File: src/rtl/tap_scan_master_if.sv
// Request/response handshake between the BIST sequencer and the JTAG scan master.
interface tap_scan_master_if #(
  parameter int IR_WIDTH = 8,
  parameter int DR_MAX   = 32,
  parameter int LEN_W    = $clog2(DR_MAX + 1)
);
  logic                req_valid;
  logic                req_ready;
  logic [IR_WIDTH-1:0] req_ir;
  logic [DR_MAX-1:0]   req_dr;
  logic [LEN_W-1:0]    req_len;
  logic                rsp_valid;
  logic                rsp_ready;
  logic [DR_MAX-1:0]   rsp_dr;

  modport master (
    output req_valid, req_ir, req_dr, req_len, rsp_ready,
    input  req_ready, rsp_valid, rsp_dr
  );

  modport slave (
    input  req_valid, req_ir, req_dr, req_len, rsp_ready,
    output req_ready, rsp_valid, rsp_dr
  );
endinterface

File: src/rtl/tap_scan_master.sv
// JTAG scan initiator: per request, one IR scan then one DR scan of programmable length,
// returning the TDO bits captured during the DR shift. All outputs are registered.
module tap_scan_master #(
  parameter int IR_WIDTH = 8,
  parameter int DR_MAX   = 32,
  parameter int LEN_W    = $clog2(DR_MAX + 1)
) (
  input  logic TCLK,
  input  logic TRESET,
  tap_scan_master_if.slave bus,
  output logic TMS,
  output logic TDI,
  input  logic TDO
);

  localparam int CNT_MAX = (IR_WIDTH > DR_MAX) ? ((IR_WIDTH > 5) ? IR_WIDTH : 5)
                                               : ((DR_MAX > 5) ? DR_MAX : 5);
  localparam int CNT_W   = $clog2(CNT_MAX + 1);
  localparam int IDX_W   = (DR_MAX > 1) ? $clog2(DR_MAX) : 1;

  typedef enum logic [3:0] {
    RST_SEQ  = 4'd0,
    IDLE     = 4'd1,
    IR_HDR   = 4'd2,
    IR_SHIFT = 4'd3,
    IR_TAIL  = 4'd4,
    DR_HDR   = 4'd5,
    DR_SHIFT = 4'd6,
    DR_TAIL  = 4'd7,
    RESP     = 4'd8
  } scanState_e;

  scanState_e          state;
  logic [CNT_W-1:0]    cnt;
  logic [IR_WIDTH-1:0] irSh;
  logic [DR_MAX-1:0]   drSh;
  logic [LEN_W-1:0]    lenReg;
  logic [DR_MAX-1:0]   capReg;
  logic                reqReady;
  logic                rspValid;
  logic                tmsReg;
  logic                tdiReg;
  logic [LEN_W-1:0]    effLen;
  logic [CNT_W-1:0]    capIdx;

  assign bus.req_ready = reqReady;
  assign bus.rsp_valid = rspValid;
  assign bus.rsp_dr    = capReg;
  assign TMS           = tmsReg;
  assign TDI           = tdiReg;

  // Saturated request length, and the DR bit position of the current shift cycle.
  always_comb begin
    if ((bus.req_len == {LEN_W{1'b0}}) || (bus.req_len > LEN_W'(DR_MAX))) begin
      effLen = LEN_W'(DR_MAX);
    end else begin
      effLen = bus.req_len;
    end
    capIdx = CNT_W'(lenReg) - cnt - CNT_W'(1);
  end

  // Scan sequencer: cnt holds the cycles left in the current phase minus one, and the
  // TMS/TDI registers are loaded with the value of the cycle that follows the edge.
  always_ff @(posedge TCLK) begin
    if (TRESET) begin
      state    <= RST_SEQ;
      cnt      <= CNT_W'(5);
      irSh     <= {IR_WIDTH{1'b0}};
      drSh     <= {DR_MAX{1'b0}};
      lenReg   <= {LEN_W{1'b0}};
      capReg   <= {DR_MAX{1'b0}};
      reqReady <= 1'b0;
      rspValid <= 1'b0;
      tmsReg   <= 1'b1;
      tdiReg   <= 1'b0;
    end else begin
      case (state)
        RST_SEQ: begin
          tdiReg <= 1'b0;
          if (cnt != CNT_W'(0)) begin
            cnt    <= cnt - CNT_W'(1);
            tmsReg <= (cnt > CNT_W'(1));
          end else begin
            state    <= IDLE;
            reqReady <= 1'b1;
            tmsReg   <= 1'b0;
          end
        end
        IDLE: begin
          tdiReg <= 1'b0;
          if (bus.req_valid && reqReady) begin
            irSh     <= bus.req_ir;
            drSh     <= bus.req_dr;
            lenReg   <= effLen;
            capReg   <= {DR_MAX{1'b0}};
            reqReady <= 1'b0;
            state    <= IR_HDR;
            cnt      <= CNT_W'(3);
            tmsReg   <= 1'b1;
          end else begin
            tmsReg <= 1'b0;
          end
        end
        IR_HDR: begin
          if (cnt != CNT_W'(0)) begin
            cnt    <= cnt - CNT_W'(1);
            tmsReg <= (cnt >= CNT_W'(3));
            tdiReg <= 1'b0;
          end else begin
            state  <= IR_SHIFT;
            cnt    <= CNT_W'(IR_WIDTH - 1);
            tmsReg <= (IR_WIDTH == 1) ? 1'b1 : 1'b0;
            tdiReg <= irSh[0];
          end
        end
        IR_SHIFT: begin
          if (cnt != CNT_W'(0)) begin
            cnt    <= cnt - CNT_W'(1);
            tmsReg <= (cnt == CNT_W'(1));
            tdiReg <= irSh[1];
            irSh   <= irSh >> 1;
          end else begin
            state  <= IR_TAIL;
            cnt    <= CNT_W'(1);
            tmsReg <= 1'b1;
            tdiReg <= 1'b0;
          end
        end
        IR_TAIL: begin
          tdiReg <= 1'b0;
          if (cnt != CNT_W'(0)) begin
            cnt    <= CNT_W'(0);
            tmsReg <= 1'b0;
          end else begin
            state  <= DR_HDR;
            cnt    <= CNT_W'(2);
            tmsReg <= 1'b1;
          end
        end
        DR_HDR: begin
          if (cnt != CNT_W'(0)) begin
            cnt    <= cnt - CNT_W'(1);
            tmsReg <= 1'b0;
            tdiReg <= 1'b0;
          end else begin
            state  <= DR_SHIFT;
            cnt    <= CNT_W'(lenReg) - CNT_W'(1);
            tmsReg <= (lenReg == LEN_W'(1));
            tdiReg <= drSh[0];
          end
        end
        DR_SHIFT: begin
          // TDO belongs to the cycle this edge ends.
          capReg[capIdx[IDX_W-1:0]] <= TDO;
          if (cnt != CNT_W'(0)) begin
            cnt    <= cnt - CNT_W'(1);
            tmsReg <= (cnt == CNT_W'(1));
            tdiReg <= drSh[1];
            drSh   <= drSh >> 1;
          end else begin
            state  <= DR_TAIL;
            cnt    <= CNT_W'(1);
            tmsReg <= 1'b1;
            tdiReg <= 1'b0;
          end
        end
        DR_TAIL: begin
          tdiReg <= 1'b0;
          tmsReg <= 1'b0;
          if (cnt != CNT_W'(0)) begin
            cnt <= CNT_W'(0);
          end else begin
            state    <= RESP;
            rspValid <= 1'b1;
          end
        end
        RESP: begin
          tmsReg <= 1'b0;
          tdiReg <= 1'b0;
          if (bus.rsp_ready) begin
            state    <= IDLE;
            rspValid <= 1'b0;
            reqReady <= 1'b1;
          end else begin
            rspValid <= 1'b1;
          end
        end
        default: begin
          state    <= RST_SEQ;
          cnt      <= CNT_W'(5);
          reqReady <= 1'b0;
          rspValid <= 1'b0;
          tmsReg   <= 1'b1;
          tdiReg   <= 1'b0;
        end
      endcase
    end
  end

endmodule

File: src/flat_wrapper.sv
// flat-port wrapper written by rule: the top's interface ports become plain ports
module tap_scan_master_flat 
#(
  parameter int IR_WIDTH = 8,
  parameter int DR_MAX   = 32,
  parameter int LEN_W    = $clog2(DR_MAX + 1)
)
  (TCLK, TRESET, TMS, TDI, TDO, bus_req_valid, bus_req_ir, bus_req_dr, bus_req_len, bus_rsp_ready, bus_req_ready, bus_rsp_valid, bus_rsp_dr);
  tap_scan_master_if #(.IR_WIDTH(IR_WIDTH), .DR_MAX(DR_MAX), .LEN_W(LEN_W)) bus_i ();
  input  logic TCLK;
  input  logic TRESET;
  output logic TMS;
  output logic TDI;
  input  logic TDO;
  input wire logic [$bits(bus_i.req_valid)-1:0] bus_req_valid;
  input wire logic [$bits(bus_i.req_ir)-1:0] bus_req_ir;
  input wire logic [$bits(bus_i.req_dr)-1:0] bus_req_dr;
  input wire logic [$bits(bus_i.req_len)-1:0] bus_req_len;
  input wire logic [$bits(bus_i.rsp_ready)-1:0] bus_rsp_ready;
  output wire logic [$bits(bus_i.req_ready)-1:0] bus_req_ready;
  output wire logic [$bits(bus_i.rsp_valid)-1:0] bus_rsp_valid;
  output wire logic [$bits(bus_i.rsp_dr)-1:0] bus_rsp_dr;
  assign bus_i.req_valid = bus_req_valid;
  assign bus_i.req_ir = bus_req_ir;
  assign bus_i.req_dr = bus_req_dr;
  assign bus_i.req_len = bus_req_len;
  assign bus_i.rsp_ready = bus_rsp_ready;
  assign bus_req_ready = bus_i.req_ready;
  assign bus_rsp_valid = bus_i.rsp_valid;
  assign bus_rsp_dr = bus_i.rsp_dr;
  tap_scan_master #(.IR_WIDTH(IR_WIDTH), .DR_MAX(DR_MAX), .LEN_W(LEN_W)) u_core (.TCLK(TCLK), .TRESET(TRESET), .bus(bus_i), .TMS(TMS), .TDI(TDI), .TDO(TDO));
endmodule
File: config.mk
export PLATFORM = sky130hd
export DESIGN_NAME = tap_scan_master_flat
export DESIGN_NICKNAME = d
export VERILOG_FILES = /design/src/rtl/tap_scan_master_if.sv /design/src/rtl/tap_scan_master.sv /design/src/flat_wrapper.sv
export SDC_FILE = /design/constraint.sdc
export NUM_CORES = 1
export LEC_CHECK = 0
export CAP_MARGIN = 20
export CORE_ASPECT_RATIO = 1.4
export CORE_MARGIN = 2
export CORE_UTILIZATION = 40
export CTS_CLUSTER_SIZE = 40
export DETAILED_ROUTE_END_ITERATION = 10
export PLACE_DENSITY_LB_ADDON = 0.2
export SLEW_MARGIN = 20
export SYNTH_ARGS = -nofsm -noshare
export SYNTH_HDL_FRONTEND = slang
export SYNTH_SLANG_ARGS = --single-unit
File: constraint.sdc
create_clock -name TCLK -period 2.65 [get_ports TCLK]
set_input_delay 0.53 -clock TCLK [delete_from_list [all_inputs] [get_ports TCLK]]
set_output_delay 0.53 -clock TCLK [all_outputs]
set_load 0.03 [all_outputs]
==> results.md, run 1 <==
* Die Span Y at 136 um
* Unrepaired setup endpoints after global routing: no
* Power per cell area at 642 nW/um^2
* Largest net degree at the start of global routing at 42
* Routability Congestion at 0.867
* Max Fanout on Critical Path at 10
* All-Layer GR Usage at 20.6%
* Rel. slew slack at 69.0%
* Hold WS at 0.474 ns
* Worst R2R Setup Slack at 0.21 ns
* DR WL/cell at 16.4 um
* Drt first-iter violations at 227
* Fin Setup TNS at 0 ns
* TritonCTS clock tree: yes
* Clk buf depth at 2
* Starting Density at 40.7%
* Postcts setup bufs at 0
* EDFF count, synth at 0
* Share of cells above drive strength 1 at 10.2%
* CP Launch Type: register
* Synthesis Warnings at 0
* CTS H-Tree Depth at 3
* Vias per cell at 5.76
* Area of the die at 13300 um^2
* Final nets at 744
* First-pass GRT wire length at 22.5 mm
* Crit path DAT at 2.72 ns
* Clock transition at the registers of the reported paths at 0.07 ns
* Resized cells post-CTS at 0
* Clk_skew at 0.00918 ns
* CTS root buf: clkbuf_16
* Synth cell types at 67
* Skew-Pair Late Insertion Delay at 0.35 ns
* Mapped Cells at 600
* Element type at the critical path end: register
* Fin crit share at 92.1%
* Routed Antenna Nets at 0
* GRT Residual Overflow at 0
* Cell Rows at 48
* Most common cell after layout, fill and taps aside: nand2_1
* Least-Margin Pin Slew at 0.466 ns
* Register area at 1840 um^2
* Maximum VDD drop at 0.366 mV
* Multi-input gate area at 2820 um^2
* Status: finished clean
* LEAKAGE at 0.00220 uW
* Hold crit path type: register to register
* CP required at 2.93 ns
* PortBufs at 86
* Die W at 98.1 um
* Slew Viols, Final at 0
* FF+latch count, synth at 92
* Endpoints failing hold at 0
* DRC Markers at 0
* Vias in the first global route at 4653
* Hold buffer count at CTS at 0
* Synth async-reset ratio at 0%
* Fin util at 51.7%
* Post-synthesis sequential area ratio at 37.2%
* CTS Buf Count at 9
* Fmax at 410 MHz
* # fillers at 1167
* Worst Setup Path Type: register to register
* # Max-Cap Violations at 0
* Syn-to-layout area delta at 27.2%
* Core area at 12200 um^2
* Post-Syn Nets at 662
* Synth Flop Type: dfxtp_1
* Final min period at 2.44 ns
* Diodes inserted at 0
* Commonest non-fill, non-tap cells in the layout: 101 x nand2_1, 92 x dfxtp_1, 85 x clkdlybuf4s50_1, 60 x nor2_1
* Initial antenna violation count at 0
* Via count at 4819
* Hpwl dp at 9.73 mm
* I/O pin count at 87
* Mean Syn Cell Area at 8.26 um^2
* Final setup viols at 0
* Final wirelength at 13.8 mm
* CTS Sinks at 92
* Area of the mapped netlist at 4960 um^2
* DRT Pass-1 Iters at 4
[logic make-up (layout without fill, tap and decap cells)]
| kind of cell | after synthesis | after routing | share of synthesized area, % |
|---|---|---|---|
| muxes | 9 | 9 | 1.84 |
| xor gates and xnor gates | 12 | 12 | 2.42 |
| adders and majority gates | 11 | 11 | 2.93 |
| buffers and inverters | 61 | 148 | 6.03 |
| DFF | 92 | 92 | 37.2 |
| AOI/OAI and AO/OA | 169 | 169 | 25.9 |
| and+or+nand+nor | 246 | 246 | 23.8 |
[synthesized netlist by cell type (all sizes together) (5+ instances only)]
cell type,instances,share of area (%)
nand2,102,7.8
dfxtp,92,37
nor2,62,4.9
a311oi,32,5.7
o311ai,32,5.7
a21oi,24,2.5
buf,24,3.2
clkbuf,23,1.7
nor2b,22,2.8
o21ai,22,2.2
o211ai,18,2.7
nand3,15,1.5
inv,13,0.98
ha,10,2.5
nor3,10,1.0
a211oi,9,1.4
nor3b,9,1.5
mux2i,8,1.6
xor2,7,1.5
o22ai,5,0.63
xnor2,5,0.88
[critical path: stages (launching register included)]
cell and delay, ns:
dfxtp_1 0.40, inv_1 0.12, fa_1 0.49, nand2b_1 0.17, a21oi_1 0.28, xor2_2 0.19
buf_4 0.20, nand3_1 0.29, o21ai_1 0.23
[routing by layer]
metal	up-vias	track usage [%]	part of all wire [%]
met1	2281	25.3	44
met4	0	8.64	2.0
met2	141	36.3	50
met3	18	2.58	4.8
li1	2379	-	-
met5	-	0	0
[layout make-up]
| type | count | area share, % |
|---|---|---|
| clock buffer | 9 | 3.57 |
| clock inverter | 7 | 1.19 |
| tap | 150 | 2.98 |
| sequential | 92 | 29.2 |
| timing repair buffer | 118 | 17.6 |
| multi-input combinational | 447 | 44.7 |
| inverter | 14 | 0.833 |
[sequential cells by signal, summed over array words and instances, names as in the netlist, 4 cells and up]
register and count:
u_core.bus.rsp_dr 32, u_core.drSh 32, u_core.irSh 8, u_core.cnt 6, u_core.lenReg 6, u_core.state 4
[power breakdown]
group	total, uW	leakage [uW]	internal, uW	switching, uW
combinational	1210	0.00131	486	728
sequential	1530	0.000743	1460	67.5
clock	1300	0.000150	736	569
total	4050	0.00220	2680	1360
[final timing paths]
path	cells after the start	end	from
worst min register to register	2	u_core.drSh[13]	u_core.drSh[14]
worst max-delay path	8	u_core.bus.rsp_dr[5]	u_core.lenReg[1]
worst max register to register	8	u_core.bus.rsp_dr[5]	u_core.lenReg[1]
worst min-delay path	2	u_core.drSh[13]	u_core.drSh[14]
[through the flow]
stage	setup WS, ns	instances	power (uW)	cell area (um^2)
after floorplan	0.154	600	2350	4960
after global placement	0.273	821	2740	6010
after detailed placement	0.226	821	2760	6010
after CTS	0.212	837	4070	6310
after global routing	0.00682	837	4250	6310
final	0.209	837	4050	6310
(Power assumes the default switching activity.)
==> inputs of run 2 (changes only) <==
- CAP_MARGIN: 20 -> 10
- clock period: 2.65 -> 2 ns (I/O delays scaled with it)
==> run 2 against run 1 <==
Against the previous run:
- the flow now finishes with violations (negative setup slack)
- highest routed layer unchanged
- sequential power up 32%
- clock skew about the same
- clock power up 45%
- flip-flop and latch count unchanged
==> results.md, run 2 (synthesis gave the netlist of run 1 again) <==
* Status: finished, violations left
* Failing checks: negative setup slack
* GRT Residual Overflow at 0
* Diodes inserted at 0
* Area of the die at 13300 um^2
* Vias per cell at 5.66
* Routability Congestion at 0.903
* Hpwl dp at 10.1 mm
* HP Start: u_core.bus.rsp_dr[2]
* Crit-path max cell delay at 0.35 ns
* CTS Sinks at 92
* RR Endpoint: u_core.bus.rsp_dr[8]
* Clk buf depth at 2
* Clk_skew at 0.00939 ns
* Die Span Y at 136 um
* Share of cells above drive strength 1 at 25.8%
* Slew Viols, Final at 0
* Fin util at 59.8%
* Final min period at 2.09 ns
* Setup ws final at -0.0853 ns
* R2R depth at 10
* Syn-to-layout area delta at 47.0%
* CP required at 2.22 ns
* Die W at 98.1 um
* DRC Markers at 0
* Worst Setup Path Type: register to register
* Rel. slew slack at 72.6%
* Most common cell after layout, fill and taps aside: nand2_1
* All-Layer GR Usage at 21.5%
* Cell Rows at 48
* Worst R2R Setup Slack at -0.09 ns
* DR WL/cell at 16.5 um
* Initial antenna violation count at 0
* LEAKAGE at 0.00260 uW
* CTS Buf Count at 9
* Endpoints failing hold at 0
* DP Cell Count at 866
* Fin crit share at 104%
* First-pass GRT wire length at 23.5 mm
* Clock transition at the registers of the reported paths at 0.07 ns
* Via count at 5066
* Skew-Pair Late Insertion Delay at 0.35 ns
* Max Fanout on Critical Path at 16
* CP max-delay cell: dfxtp_4
* Fin Setup TNS at -1.18 ns
* Hold crit path type: register to register
* Pwr Total at 6360 uW
* Final setup viols at 30
* CTS H-Tree Depth at 3
* Largest net degree at the start of global routing at 44
* Crit path DAT at 2.31 ns
* CP Launch Type: register
* Critical Path, Cell by Cell: inv_4 > ha_4 > inv_2 > fa_2 > nand2b_4 > a21oi_4 > xnor2_2 > buf_12 > o311ai_2 > o211ai_1
* I/O pin count at 87
* RR Startpoint: u_core.cnt[0]
* Final cell count without fillers at 895
* Starting Density at 40.7%
* PortBufs at 86
* Hold Path Depth at 2
* DRT Pass-1 Iters at 5
* Final wirelength at 14.8 mm
* Fmax at 480 MHz
* CTS root buf: clkbuf_16
* Routed Antenna Nets at 0
* Core area at 12200 um^2
* # Max-Cap Violations at 0
* Commonest non-fill, non-tap cells in the layout: 97 x nand2_1, 88 x dfxtp_1, 85 x clkdlybuf4s50_1, 76 x buf_4, 59 x nor2_1
* Unrepaired setup endpoints after global routing: yes
* Element type at the critical path end: register
* Setup WS pre-CTS at -0.298 ns
* Vias in the first global route at 4817
* Drt first-iter violations at 191
* Power per cell area at 873 nW/um^2
* Maximum VDD drop at 0.490 mV
* Least-Margin Pin Slew at 0.407 ns
* TritonCTS clock tree: yes
* Final nets at 802
* Worst Hold Path EP: u_core.bus.rsp_dr[2]
-- run 2: cell types whose count changed in the layout (fill, tap and decap cells not counted), sizes merged --
cell | before | now
bufinv | 1 | 2
clkinv | 6 | 2
buf | 33 | 91
clkbuf | 9 | 10
inv | 14 | 15
clkinvlp | 0 | 1
-- run 2: layout make-up --
cell class / instances / area [um^2]
tap: 150 / 188
fill: 1097 / 4900
sequential: 92 / 1850
clock buffer: 10 / 239
multi-input combinational: 447 / 3220
inverter: 14 / 55.1
clock inverter: 6 / 93.8
timing repair buffer: 176 / 1640
-- run 2: critical path: cells and delay by family (launching register included) --
family,cells,cell delay [ns]
compound gates,3,0.59
simple gates,1,0.16
buf+inv,3,0.28
fa+ha+maj,2,0.47
xor+xnor,1,0.12
flops,1,0.35
-- run 2: where the power goes --
group	switching [uW]	internal, uW
Clock	749	1140
Combinational	1320	1130
Sequential	79.8	1940
Total	2150	4210
-- run 2: through the flow --
stage	hold slack, ns	instance area (um^2)
after floorplan	0.455	5030
after global placement	0.463	6490
after detailed placement	0.472	6490
after CTS	0.478	7040
after global routing	0.496	7290
final	0.477	7290
-- run 2: per-layer routing --
metal | global-route usage, % | wire, um | vias to the layer above
met1 | 25.7 | 6140 | 2414
li1 | - | - | 2481
met5 | 0 | 0 | -
met3 | 4.02 | 679 | 31
met4 | 8.95 | 386 | 0
met2 | 37.7 | 7580 | 140
-- run 2: how the worst max path moves through the flow --
stage	slack, ns	endpoint	startpoint
2_1_floorplan	-0.19	u_core.bus.rsp_dr[24]	u_core.cnt[0]
3_3_place_gp	-0.25	u_core.bus.rsp_dr[22]	bus_req_valid
3_5_place_dp	-0.30	u_core.bus.rsp_dr[9]	u_core.cnt[0]
4_1_cts	-0.08	u_core.bus.rsp_dr[28]	u_core.cnt[0]
5_1_grt	-0.19	u_core.bus.rsp_dr[12]	u_core.cnt[0]
6_report	-0.09	u_core.bus.rsp_dr[8]	u_core.cnt[0]
-- run 2: what timing repair did --
| action | 4_1_cts | 5_1_grt |
|---|---|---|
| endpoints found under the setup margin | 46 | 55 |
| resized for setup | 68 | 39 |
| pin swaps | 15 | 8 |
| hold buffers | 0 | 0 |
| setup buffers | 3 | 9 |
| gates cloned | 0 | 1 |
==> inputs of run 3 (changes only) <==
- CORE_UTILIZATION: 40 -> 48
- PLACE_DENSITY_LB_ADDON: 0.2 -> 0.08
==> run 3 against run 2 <==
Against the previous run:
- the run still ends with negative setup slack left
- non-clock buffer count fell by 1
- routed wire length rose by 8.3%
- core utilization rose by 14 points
- clock-buffer cell count rose by 1
- clock skew fell by 0.00087 ns
- sequential share of layout area fell by 0.39 points
- register-to-register slack got worse by 0.16 ns
- die area fell by 16%
- clock power fell by 5%
- first-iteration DRC count rose by 98%
- final area rose by 1.4%
- combinational power rose by 5%
- largest cell class unchanged
- largest power group unchanged
- highest routed layer unchanged
==> results.md, run 3 (synthesis gave the netlist of run 1 again) <==
* Crit path DAT at 2.50 ns
* Die Span Y at 124 um
* Clk_skew at 0.00852 ns
* Final min period at 2.24 ns
* Starting Density at 49.5%
* Skew-Pair Late Insertion Delay at 0.35 ns
* Vias in the first global route at 4971
* Routed Antenna Nets at 0
* Element type at the critical path end: register
* Rel. slew slack at 60.9%
* Final setup viols at 32
* Diodes inserted at 0
* DR WL/cell at 18.2 um
* Cell Rows at 43
* DRT Pass-1 Iters at 5
* R2R depth at 11
* DP Cell Count at 852
* CTS Sinks at 92
* Pwr Total at 6390 uW
* Clk buf depth at 2
* Failing checks: negative setup slack
* Fin crit share at 112%
* All-Layer GR Usage at 26.2%
* RR Startpoint: u_core.cnt[0]
* CTS H-Tree Depth at 3
* Die W at 89.9 um
* Area of the die at 11200 um^2
* First-pass GRT wire length at 24.2 mm
* Final cell count without fillers at 879
* Fin Setup TNS at -5.65 ns
* Slew Viols, Final at 0
* GRT Residual Overflow at 0
* CP required at 2.26 ns
* CTS Buf Count at 9
* Hold crit path type: register to register
* Via count at 5241
* Hold Path Depth at 2
* Endpoints failing hold at 0
* Drt first-iter violations at 379
* # fillers at 745
* Status: finished, violations left
* Routability Congestion at 0.927
* CTS root buf: clkbuf_16
* Most common cell after layout, fill and taps aside: nand2_1
* Worst R2R Setup Slack at -0.24 ns
* Initial antenna violation count at 0
* Final nets at 801
* PortBufs at 86
* Maximum VDD drop at 0.439 mV
* Worst Hold Path EP: u_core.bus.rsp_dr[6]
* Share of cells above drive strength 1 at 24.3%
* # Max-Cap Violations at 0
* Core area at 10000 um^2
* HP Start: u_core.bus.rsp_dr[6]
* Largest net degree at the start of global routing at 64
* TritonCTS clock tree: yes
* Syn-to-layout area delta at 49.1%
* LEAKAGE at 0.00263 uW
* Least-Margin Pin Slew at 0.585 ns
* Max Fanout on Critical Path at 8
* Worst Setup Path Type: register to register
* Clock transition at the registers of the reported paths at 0.07 ns
* Setup ws final at -0.241 ns
* Fmax at 446 MHz
* Final wirelength at 16.0 mm
* Commonest non-fill, non-tap cells in the layout: 94 x nand2_1, 90 x dfxtp_1, 85 x clkdlybuf4s50_1, 66 x buf_4, 59 x nor2_1
* CP Launch Type: register
* DRC Markers at 0
* RR Endpoint: u_core.bus.rsp_dr[9]
* Power per cell area at 864 nW/um^2
* Unrepaired setup endpoints after global routing: yes
* Vias per cell at 5.96
* Fin util at 73.9%
* Hpwl dp at 10.0 mm
* I/O pin count at 87
[run 3: cell count changes in the layout (fill, tap and decap cells not counted), moves of 3 or more]
cell | previous run | this run
o311ai_1 | 15 | 20
nand2_1 | 97 | 94
buf_4 | 76 | 66
o311ai_4 | 1 | 6
o311ai_2 | 16 | 6
buf_6 | 6 | 11
clkbuf_16 | 9 | 12
[run 3: repair_timing]
item,CTS,global route
resized for setup,70,46
hold buffers,0,0
setup endpoints to repair,37,70
pin swaps,16,30
buffers inserted,4,2
cloned,1,6
[run 3: final cells by class]
cell class | count | area, um^2 | share of cell area, %
multi-input combinational | 447 | 3280 | 44.4
sequential | 92 | 1850 | 25.0
timing repair buffer | 175 | 1720 | 23.3
clock buffer | 11 | 253 | 3.42
tap | 135 | 169 | 2.29
clock inverter | 5 | 58.8 | 0.796
inverter | 14 | 57.6 | 0.779
[run 3: power breakdown]
group / total, uW / switching, uW / internal (uW)
logic: 2570 / 1400 / 1170
clock network: 1800 / 760 / 1040
registers: 2020 / 76.9 / 1940
total: 6390 / 2230 / 4160
[run 3: worst max-delay path by stage]
stage	start	to	slack [ns]	cells after the start
2_1_floorplan	u_core.cnt[0]	u_core.bus.rsp_dr[24]	-0.19	10
3_3_place_gp	bus_req_valid	u_core.bus.rsp_dr[18]	-0.22	6
3_5_place_dp	bus_req_valid	u_core.bus.rsp_dr[7]	-0.39	6
4_1_cts	u_core.cnt[0]	u_core.bus.rsp_dr[9]	-0.23	11
5_1_grt	u_core.cnt[0]	u_core.bus.rsp_dr[15]	-0.32	11
6_report	u_core.cnt[0]	u_core.bus.rsp_dr[9]	-0.24	11
[run 3: per-stage QoR]
stage	hold slack, ns	instance area (um^2)	setup slack (ns)
after floorplan	0.455	5030	-0.188
after global placement	0.461	6470	-0.222
after detailed placement	0.470	6470	-0.395
after CTS	0.474	7060	-0.231
after global routing	0.497	7390	-0.321
final	0.473	7390	-0.241
[run 3: worst max-delay path, stage by stage, from the launching register on]
cell and delay, ns:
dfxtp_4 0.35, inv_4 0.06, ha_4 0.12, inv_2 0.03, fa_2 0.36, nand2b_4 0.16, a21oi_4 0.20, buf_6 0.14
xor2_4 0.26, buf_6 0.14, nand3b_4 0.13, o211ai_1 0.20
[run 3: metal layers]
| layer | up-vias | global-route usage, % | routed length [um] |
|---|---|---|---|
| li1 | 2486 | - | - |
| met1 | 2531 | 32.7 | 6520 |
| met2 | 181 | 45.5 | 8310 |
| met3 | 43 | 4.78 | 768 |
| met4 | 0 | 8.78 | 412 |
| met5 | - | 0 | 0 |
